$ cat config.mk
export PLATFORM = sky130hd
export DESIGN_NAME = stack_ctrl_flat
export DESIGN_NICKNAME = d
export VERILOG_FILES = /design/src/rtl/stack_ctrl_if.sv /design/src/rtl/stack_ctrl.sv /design/src/flat_wrapper.sv
export SDC_FILE = /design/constraint.sdc
export NUM_CORES = 1
export LEC_CHECK = 0
export ABC_AREA = 1
export BUFFER_PORTS_ARGS = -buffer_cell sky130_fd_sc_hd__buf_2
export CORE_MARGIN = 5
export CORE_UTILIZATION = 32
export DETAILED_ROUTE_END_ITERATION = 8
export GPL_TIMING_DRIVEN = 0
export PLACE_DENSITY = 0.52
export SLEW_MARGIN = 20
export SYNTH_ARGS = -nofsm -noshare
export SYNTH_HDL_FRONTEND = slang
export SYNTH_SLANG_ARGS = --single-unit
$ cat constraint.sdc
create_clock -name clk -period 1.9 [get_ports clk]
set_input_delay 0.285 -clock clk [delete_from_list [all_inputs] [get_ports clk]]
set_output_delay 0.285 -clock clk [all_outputs]
set_load 0.05 [all_outputs]
$ cat src/rtl/stack_ctrl_if.sv
// Command, SB and stack-memory signals of the stack sequencer.
// The slave side is the sequencer; the master side is the control unit plus memory.
interface stack_ctrl_if;
  logic        cmd_valid;
  logic        cmd_ready;
  logic [1:0]  cmd_op;
  logic [1:0]  cmd_len;
  logic [23:0] push_data;
  logic [7:0]  sb_data;
  logic        sb_bus_enable;
  logic [7:0]  sb_out;
  logic [7:0]  s_out;
  logic        mem_req;
  logic        mem_we;
  logic [15:0] mem_addr;
  logic [7:0]  mem_wdata;
  logic [7:0]  mem_rdata;
  logic        mem_ack;
  logic [23:0] pull_data;
  logic        done;

  modport master (
    output cmd_valid, cmd_op, cmd_len, push_data, sb_data, sb_bus_enable,
           mem_rdata, mem_ack,
    input  cmd_ready, sb_out, s_out, mem_req, mem_we, mem_addr, mem_wdata,
           pull_data, done
  );

  modport slave (
    input  cmd_valid, cmd_op, cmd_len, push_data, sb_data, sb_bus_enable,
           mem_rdata, mem_ack,
    output cmd_ready, sb_out, s_out, mem_req, mem_we, mem_addr, mem_wdata,
           pull_data, done
  );
endinterface

$ cat src/rtl/stack_ctrl.sv
// 6502 stack-access sequencer: owns S and turns PUSH/PULL/LOAD_S commands
// into byte-wise bus cycles at {STACK_PAGE, S}.
//
// state | meaning
// IDLE  | ready for a command
// PUSH  | writing byte k at {page,S}, S decrements on each ack
// PULL  | reading byte k at {page,S+1}, S increments on each ack
// FIN   | done pulse, results final
module stack_ctrl #(
  parameter logic [7:0] STACK_PAGE = 8'h01,
  parameter logic [7:0] S_RESET    = 8'hFD
) (
  input logic        clk,
  input logic        rst,
  stack_ctrl_if.slave bus
);

  typedef enum logic [1:0] {IDLE, PUSH, PULL, FIN} state_t;

  localparam logic [1:0] OP_NOP   = 2'b00;
  localparam logic [1:0] OP_PUSH  = 2'b01;
  localparam logic [1:0] OP_PULL  = 2'b10;
  localparam logic [1:0] OP_LOADS = 2'b11;

  state_t      state;
  logic [7:0]  s;
  logic [1:0]  len;
  logic [1:0]  k;
  logic [23:0] push_buf;
  logic [23:0] pull_data;
  logic        mem_req;
  logic        mem_we;
  logic [15:0] mem_addr;
  logic [7:0]  mem_wdata;
  logic        done;

  logic [1:0]  cmd_len_eff;
  logic        ack;
  logic        last;

  function automatic logic [7:0] byte_sel(input logic [23:0] w, input logic [1:0] i);
    logic [7:0] b;
    case (i)
      2'd0:    b = w[7:0];
      2'd1:    b = w[15:8];
      default: b = w[23:16];
    endcase
    return b;
  endfunction

  assign cmd_len_eff = (bus.cmd_len == 2'd0) ? 2'd1 : bus.cmd_len;
  assign ack         = mem_req && bus.mem_ack;
  assign last        = ((k + 2'd1) == len);

  always_ff @(posedge clk) begin
    if (rst) begin
      state     <= IDLE;
      s         <= S_RESET;
      len       <= 2'd1;
      k         <= 2'd0;
      push_buf  <= 24'h0;
      pull_data <= 24'h0;
      mem_req   <= 1'b0;
      mem_we    <= 1'b0;
      mem_addr  <= 16'h0;
      mem_wdata <= 8'h0;
      done      <= 1'b0;
    end else begin
      done <= 1'b0;
      case (state)
        IDLE: begin
          if (bus.cmd_valid) begin
            len      <= cmd_len_eff;
            push_buf <= bus.push_data;
            k        <= 2'd0;
            case (bus.cmd_op)
              OP_NOP: begin
                state <= FIN;
                done  <= 1'b1;
              end
              OP_LOADS: begin
                s     <= bus.sb_data;
                state <= FIN;
                done  <= 1'b1;
              end
              OP_PUSH: begin
                mem_req   <= 1'b1;
                mem_we    <= 1'b1;
                mem_addr  <= {STACK_PAGE, s};
                mem_wdata <= bus.push_data[7:0];
                state     <= PUSH;
              end
              default: begin
                pull_data <= 24'h0;
                mem_req   <= 1'b1;
                mem_we    <= 1'b0;
                mem_addr  <= {STACK_PAGE, s + 8'd1};
                state     <= PULL;
              end
            endcase
          end
        end

        PUSH: begin
          if (ack) begin
            s <= s - 8'd1;
            k <= k + 2'd1;
            if (last) begin
              mem_req <= 1'b0;
              state   <= FIN;
              done    <= 1'b1;
            end else begin
              mem_addr  <= {STACK_PAGE, s - 8'd1};
              mem_wdata <= byte_sel(push_buf, k + 2'd1);
            end
          end
        end

        PULL: begin
          if (ack) begin
            s <= s + 8'd1;
            k <= k + 2'd1;
            case (k)
              2'd0:    pull_data[7:0]   <= bus.mem_rdata;
              2'd1:    pull_data[15:8]  <= bus.mem_rdata;
              default: pull_data[23:16] <= bus.mem_rdata;
            endcase
            if (last) begin
              mem_req <= 1'b0;
              state   <= FIN;
              done    <= 1'b1;
            end else begin
              // next read sits one above the S that this ack produces
              mem_addr <= {STACK_PAGE, s + 8'd2};
            end
          end
        end

        default: state <= IDLE;
      endcase
    end
  end

  assign bus.cmd_ready = (state == IDLE) && !rst;
  assign bus.s_out     = s;
  assign bus.sb_out    = bus.sb_bus_enable ? s : 8'h00;
  assign bus.mem_req   = mem_req;
  assign bus.mem_we    = mem_we;
  assign bus.mem_addr  = mem_addr;
  assign bus.mem_wdata = mem_wdata;
  assign bus.pull_data = pull_data;
  assign bus.done      = done;

endmodule
$ cat src/flat_wrapper.sv
// flat-port wrapper written by rule: the top's interface ports become plain ports
module stack_ctrl_flat 
#(
  parameter logic [7:0] STACK_PAGE = 8'h01,
  parameter logic [7:0] S_RESET    = 8'hFD
)
  (clk, rst, bus_cmd_valid, bus_cmd_op, bus_cmd_len, bus_push_data, bus_sb_data, bus_sb_bus_enable, bus_mem_rdata, bus_mem_ack, bus_cmd_ready, bus_sb_out, bus_s_out, bus_mem_req, bus_mem_we, bus_mem_addr, bus_mem_wdata, bus_pull_data, bus_done);
  stack_ctrl_if bus_i ();
  input logic clk;
  input logic rst;
  input wire logic [$bits(bus_i.cmd_valid)-1:0] bus_cmd_valid;
  input wire logic [$bits(bus_i.cmd_op)-1:0] bus_cmd_op;
  input wire logic [$bits(bus_i.cmd_len)-1:0] bus_cmd_len;
  input wire logic [$bits(bus_i.push_data)-1:0] bus_push_data;
  input wire logic [$bits(bus_i.sb_data)-1:0] bus_sb_data;
  input wire logic [$bits(bus_i.sb_bus_enable)-1:0] bus_sb_bus_enable;
  input wire logic [$bits(bus_i.mem_rdata)-1:0] bus_mem_rdata;
  input wire logic [$bits(bus_i.mem_ack)-1:0] bus_mem_ack;
  output wire logic [$bits(bus_i.cmd_ready)-1:0] bus_cmd_ready;
  output wire logic [$bits(bus_i.sb_out)-1:0] bus_sb_out;
  output wire logic [$bits(bus_i.s_out)-1:0] bus_s_out;
  output wire logic [$bits(bus_i.mem_req)-1:0] bus_mem_req;
  output wire logic [$bits(bus_i.mem_we)-1:0] bus_mem_we;
  output wire logic [$bits(bus_i.mem_addr)-1:0] bus_mem_addr;
  output wire logic [$bits(bus_i.mem_wdata)-1:0] bus_mem_wdata;
  output wire logic [$bits(bus_i.pull_data)-1:0] bus_pull_data;
  output wire logic [$bits(bus_i.done)-1:0] bus_done;
  assign bus_i.cmd_valid = bus_cmd_valid;
  assign bus_i.cmd_op = bus_cmd_op;
  assign bus_i.cmd_len = bus_cmd_len;
  assign bus_i.push_data = bus_push_data;
  assign bus_i.sb_data = bus_sb_data;
  assign bus_i.sb_bus_enable = bus_sb_bus_enable;
  assign bus_i.mem_rdata = bus_mem_rdata;
  assign bus_i.mem_ack = bus_mem_ack;
  assign bus_cmd_ready = bus_i.cmd_ready;
  assign bus_sb_out = bus_i.sb_out;
  assign bus_s_out = bus_i.s_out;
  assign bus_mem_req = bus_i.mem_req;
  assign bus_mem_we = bus_i.mem_we;
  assign bus_mem_addr = bus_i.mem_addr;
  assign bus_mem_wdata = bus_i.mem_wdata;
  assign bus_pull_data = bus_i.pull_data;
  assign bus_done = bus_i.done;
  stack_ctrl #(.STACK_PAGE(STACK_PAGE), .S_RESET(S_RESET)) u_core (.clk(clk), .rst(rst), .bus(bus_i));
endmodule
==> metrics.txt <==
via/cell ratio ~4.8; global-route wire length before repair approximately 22000 um; status complete, no violations; Post-synth EDFFs 0; Setup Viol. Count Final 0; Worst VDD drop 0.000841 V; Mapped Cells between 600 and 700; DRT iter0 DRCs 313; Synth warnings 0; DRC Markers 0; Worst R2R Path Depth 6; MaxCap Viol Count 0; Final Max Tran Viols 0; startpoint types flip-flop; DR vias about 4500; layout cells sized above 1 between 20% and 30%; DP Cell Count 907; GRT Overall Usage between 15 and 20%; CP required about 2.1 ns; die area around 16000 um^2; worst slew pin tran ~0.62 ns; Final min period roughly 1.8 ns; Root Driver clkbuf_16; Crit Path Category reg2reg; TNS Setup 0 ns; Die Y 126 um; initial antenna violation count 0; number of global-route vias before repair 4349; final instance area about 5600 um^2; Synth Area per Inst 6.91 um^2; peak fanout along the critical path 10; Synth Cell Area around 4300 um^2; dpl cell area slightly above 5000 um^2; Layout Utilization a little over two fifths; crit share post-route between 90% and 100%; Seq. cell area 1650 um^2; area of the multi-input gates 2340 um^2; CORE AREA ~13000 um^2; total gr overflow 0; post-cts hold buffer count 0; skew final ~0.013 ns; Yosys cell types 31; Clock Latency Late Sink 0.35 ns; Sink Count 82; Worst Setup End Kind flip-flop; Pwr per Cell Area 1950 nW/um^2; post-route ant nets 0; port bufs 107; hold path cells 3; largest net degree at the start of global routing 14; Fmax around 0.54 GHz; asr flop ratio synth 0%; Hold WC Path Type in2reg; Clock Tree Buf Depth 2; leakage 2.61 nW; wire per inst 14.7 um; dpl hpwl a little over 10000 um; sequential area share after synthesis about two fifths; CTS tree done; total I/O pin count 117; FP Rows 42; worst hold slack ~0.16 ns; Layout Nets 817; fin cells just over 900; largest cells by area after synthesis dfxtp_1 (38%), a21oi_1 (9.8%), nand2_1 (9.8%); top cell type's share of synthesized area 38.4%; Initial Util between 30% and 40%; Worst-path clk slew about 0.070 ns; WL final between 10000 and 15000 um; # H-tree levels 3; die width around 130 um; Rel. slew slack between 50 and 60%; Routability Congestion 0.815; area growth from synthesis to layout 30.7%; Critical Path AT just over 2 ns; Hold Violations, Final 0; cell taking the most area after synthesis dfxtp_1; # fillers between 1000 and 1500; DRT Pass-1 Iters 5; cts bufs inserted 9; dominant synthesized flop cell dfxtp_1; synthesis-stage register bit count between 80 and 90
## worst paths after layout
check / start / end / slack (ns)
min: bus_sb_data[5] / u_core.bus.s_out[5]$_SDFFE_PP1P_ / 0.16
max reg2reg: u_core.state[1]$_SDFFE_PP0P_ / u_core.bus.done$_SDFF_PP0_ / 0.06
min reg2reg: u_core.push_buf[11]$_SDFFE_PP0P_ / u_core.push_buf[11]$_SDFFE_PP0P_ / 0.45
max: u_core.state[1]$_SDFFE_PP0P_ / u_core.bus.done$_SDFF_PP0_ / 0.06
## placed cells by master (no fill, tap or decap), types with 3 or more instances in the layout
cell | synthesis | routed
buf_2 | 9 | 115
nand2_1 | 111 | 106
a21oi_1 | 84 | 83
o21ai_0 | 83 | 81
dfxtp_1 | 82 | 79
nor2_1 | 72 | 70
inv_1 | 47 | 43
nand3_1 | 35 | 35
buf_4 | 9 | 20
clkbuf_1 | 23 | 19
ha_1 | 17 | 14
clkbuf_16 | 0 | 9
o21ai_1 | 6 | 8
conb_1 | 1 | 7
o211ai_1 | 6 | 6
inv_2 | 3 | 5
buf_6 | 3 | 5
nor2_4 | 4 | 5
a211oi_1 | 5 | 5
nand2_4 | 1 | 4
clkbuf_2 | 0 | 3
xor2_1 | 3 | 3
nand2_2 | 2 | 3
## timing repair
action,4_1_cts,5_1_grt
endpoints found under the setup margin,28,55
setup buffers,3,6
hold endpoints to repair,0,0
gates resized for setup,15,40
pin swaps,1,5
## state kept, by name, summed over array words and instances, names as in the netlist
name and cells:
u_core.bus.pull_data 24, u_core.push_buf 24, u_core.bus.mem_addr 9, u_core.bus.mem_wdata 8, u_core.bus.s_out 8, u_core.k 2
u_core.len 2, u_core.state 2, u_core.bus.done 1, u_core.bus.mem_req 1, u_core.bus.mem_we 1
## cells in the mapped netlist (9+ instances only)
| library cell | instances |
|---|---|
| nand2_1 | 111 |
| a21oi_1 | 84 |
| o21ai_0 | 83 |
| dfxtp_1 | 82 |
| nor2_1 | 72 |
| inv_1 | 47 |
| nand3_1 | 35 |
| clkbuf_1 | 23 |
| ha_1 | 17 |
| buf_2 | 9 |
| buf_4 | 9 |
## per-layer routing
metal,share of wire (%),wire length [um],vias to the layer above,global-route usage (%)
met5,0,0,-,0
met4,1.8,248,0,5.36
met3,7.8,1070,18,4.78
met2,43,5890,157,26.3
met1,47,6470,2018,24.0
li1,-,-,2299,-
## cell type report
cell class              count  area share, %
multi-input cells         447           42.0
flip-flops and latches     82           29.5
repair buffers            116           10.8
plain buffers              44           4.57
clock buffers              11           4.17
well taps                 176           3.94
inverters                  51           3.56
clock inverters             4           1.37
diodes                      1         0.0448
## critical path: stages (launching register included)
cell	delay [ns]
dfxtp_1	0.36
inv_1	0.11
ha_4	0.29
buf_2	0.23
clkbuf_2	0.30
nand4_1	0.13
a211oi_1	0.30
## report_power, final
group	leakage (nW)	internal (W)	switching, W	total (W)
sequential	0.675	0.00230	0.000319	0.00262
clock	0.146	0.00115	0.000717	0.00187
combinational	1.79	0.00184	0.00455	0.00639
total	2.61	0.00529	0.00558	0.0109
## kinds of logic after synthesis
logic type | count (synthesis) | synth area share [%]
and+or+nand+nor | 229 | 22.4
adders and majority gates | 17 | 4.98
AOI/OAI and AO/OA | 189 | 23.2
DFF | 82 | 38.4
xor gates and xnor gates | 5 | 1.03
other | 1 | 0.0878
buffers and inverters | 95 | 9.93
## metrics by stage
stage          power [W]  setup WS, ns
2_1_floorplan    0.00706        0.0479
3_3_place_gp     0.00848        -0.369
3_5_place_dp     0.00853        -0.402
4_1_cts           0.0106       -0.0117
5_1_grt           0.0117       -0.0173
6_report          0.0109        0.0639
(Power assumes the default switching activity.)
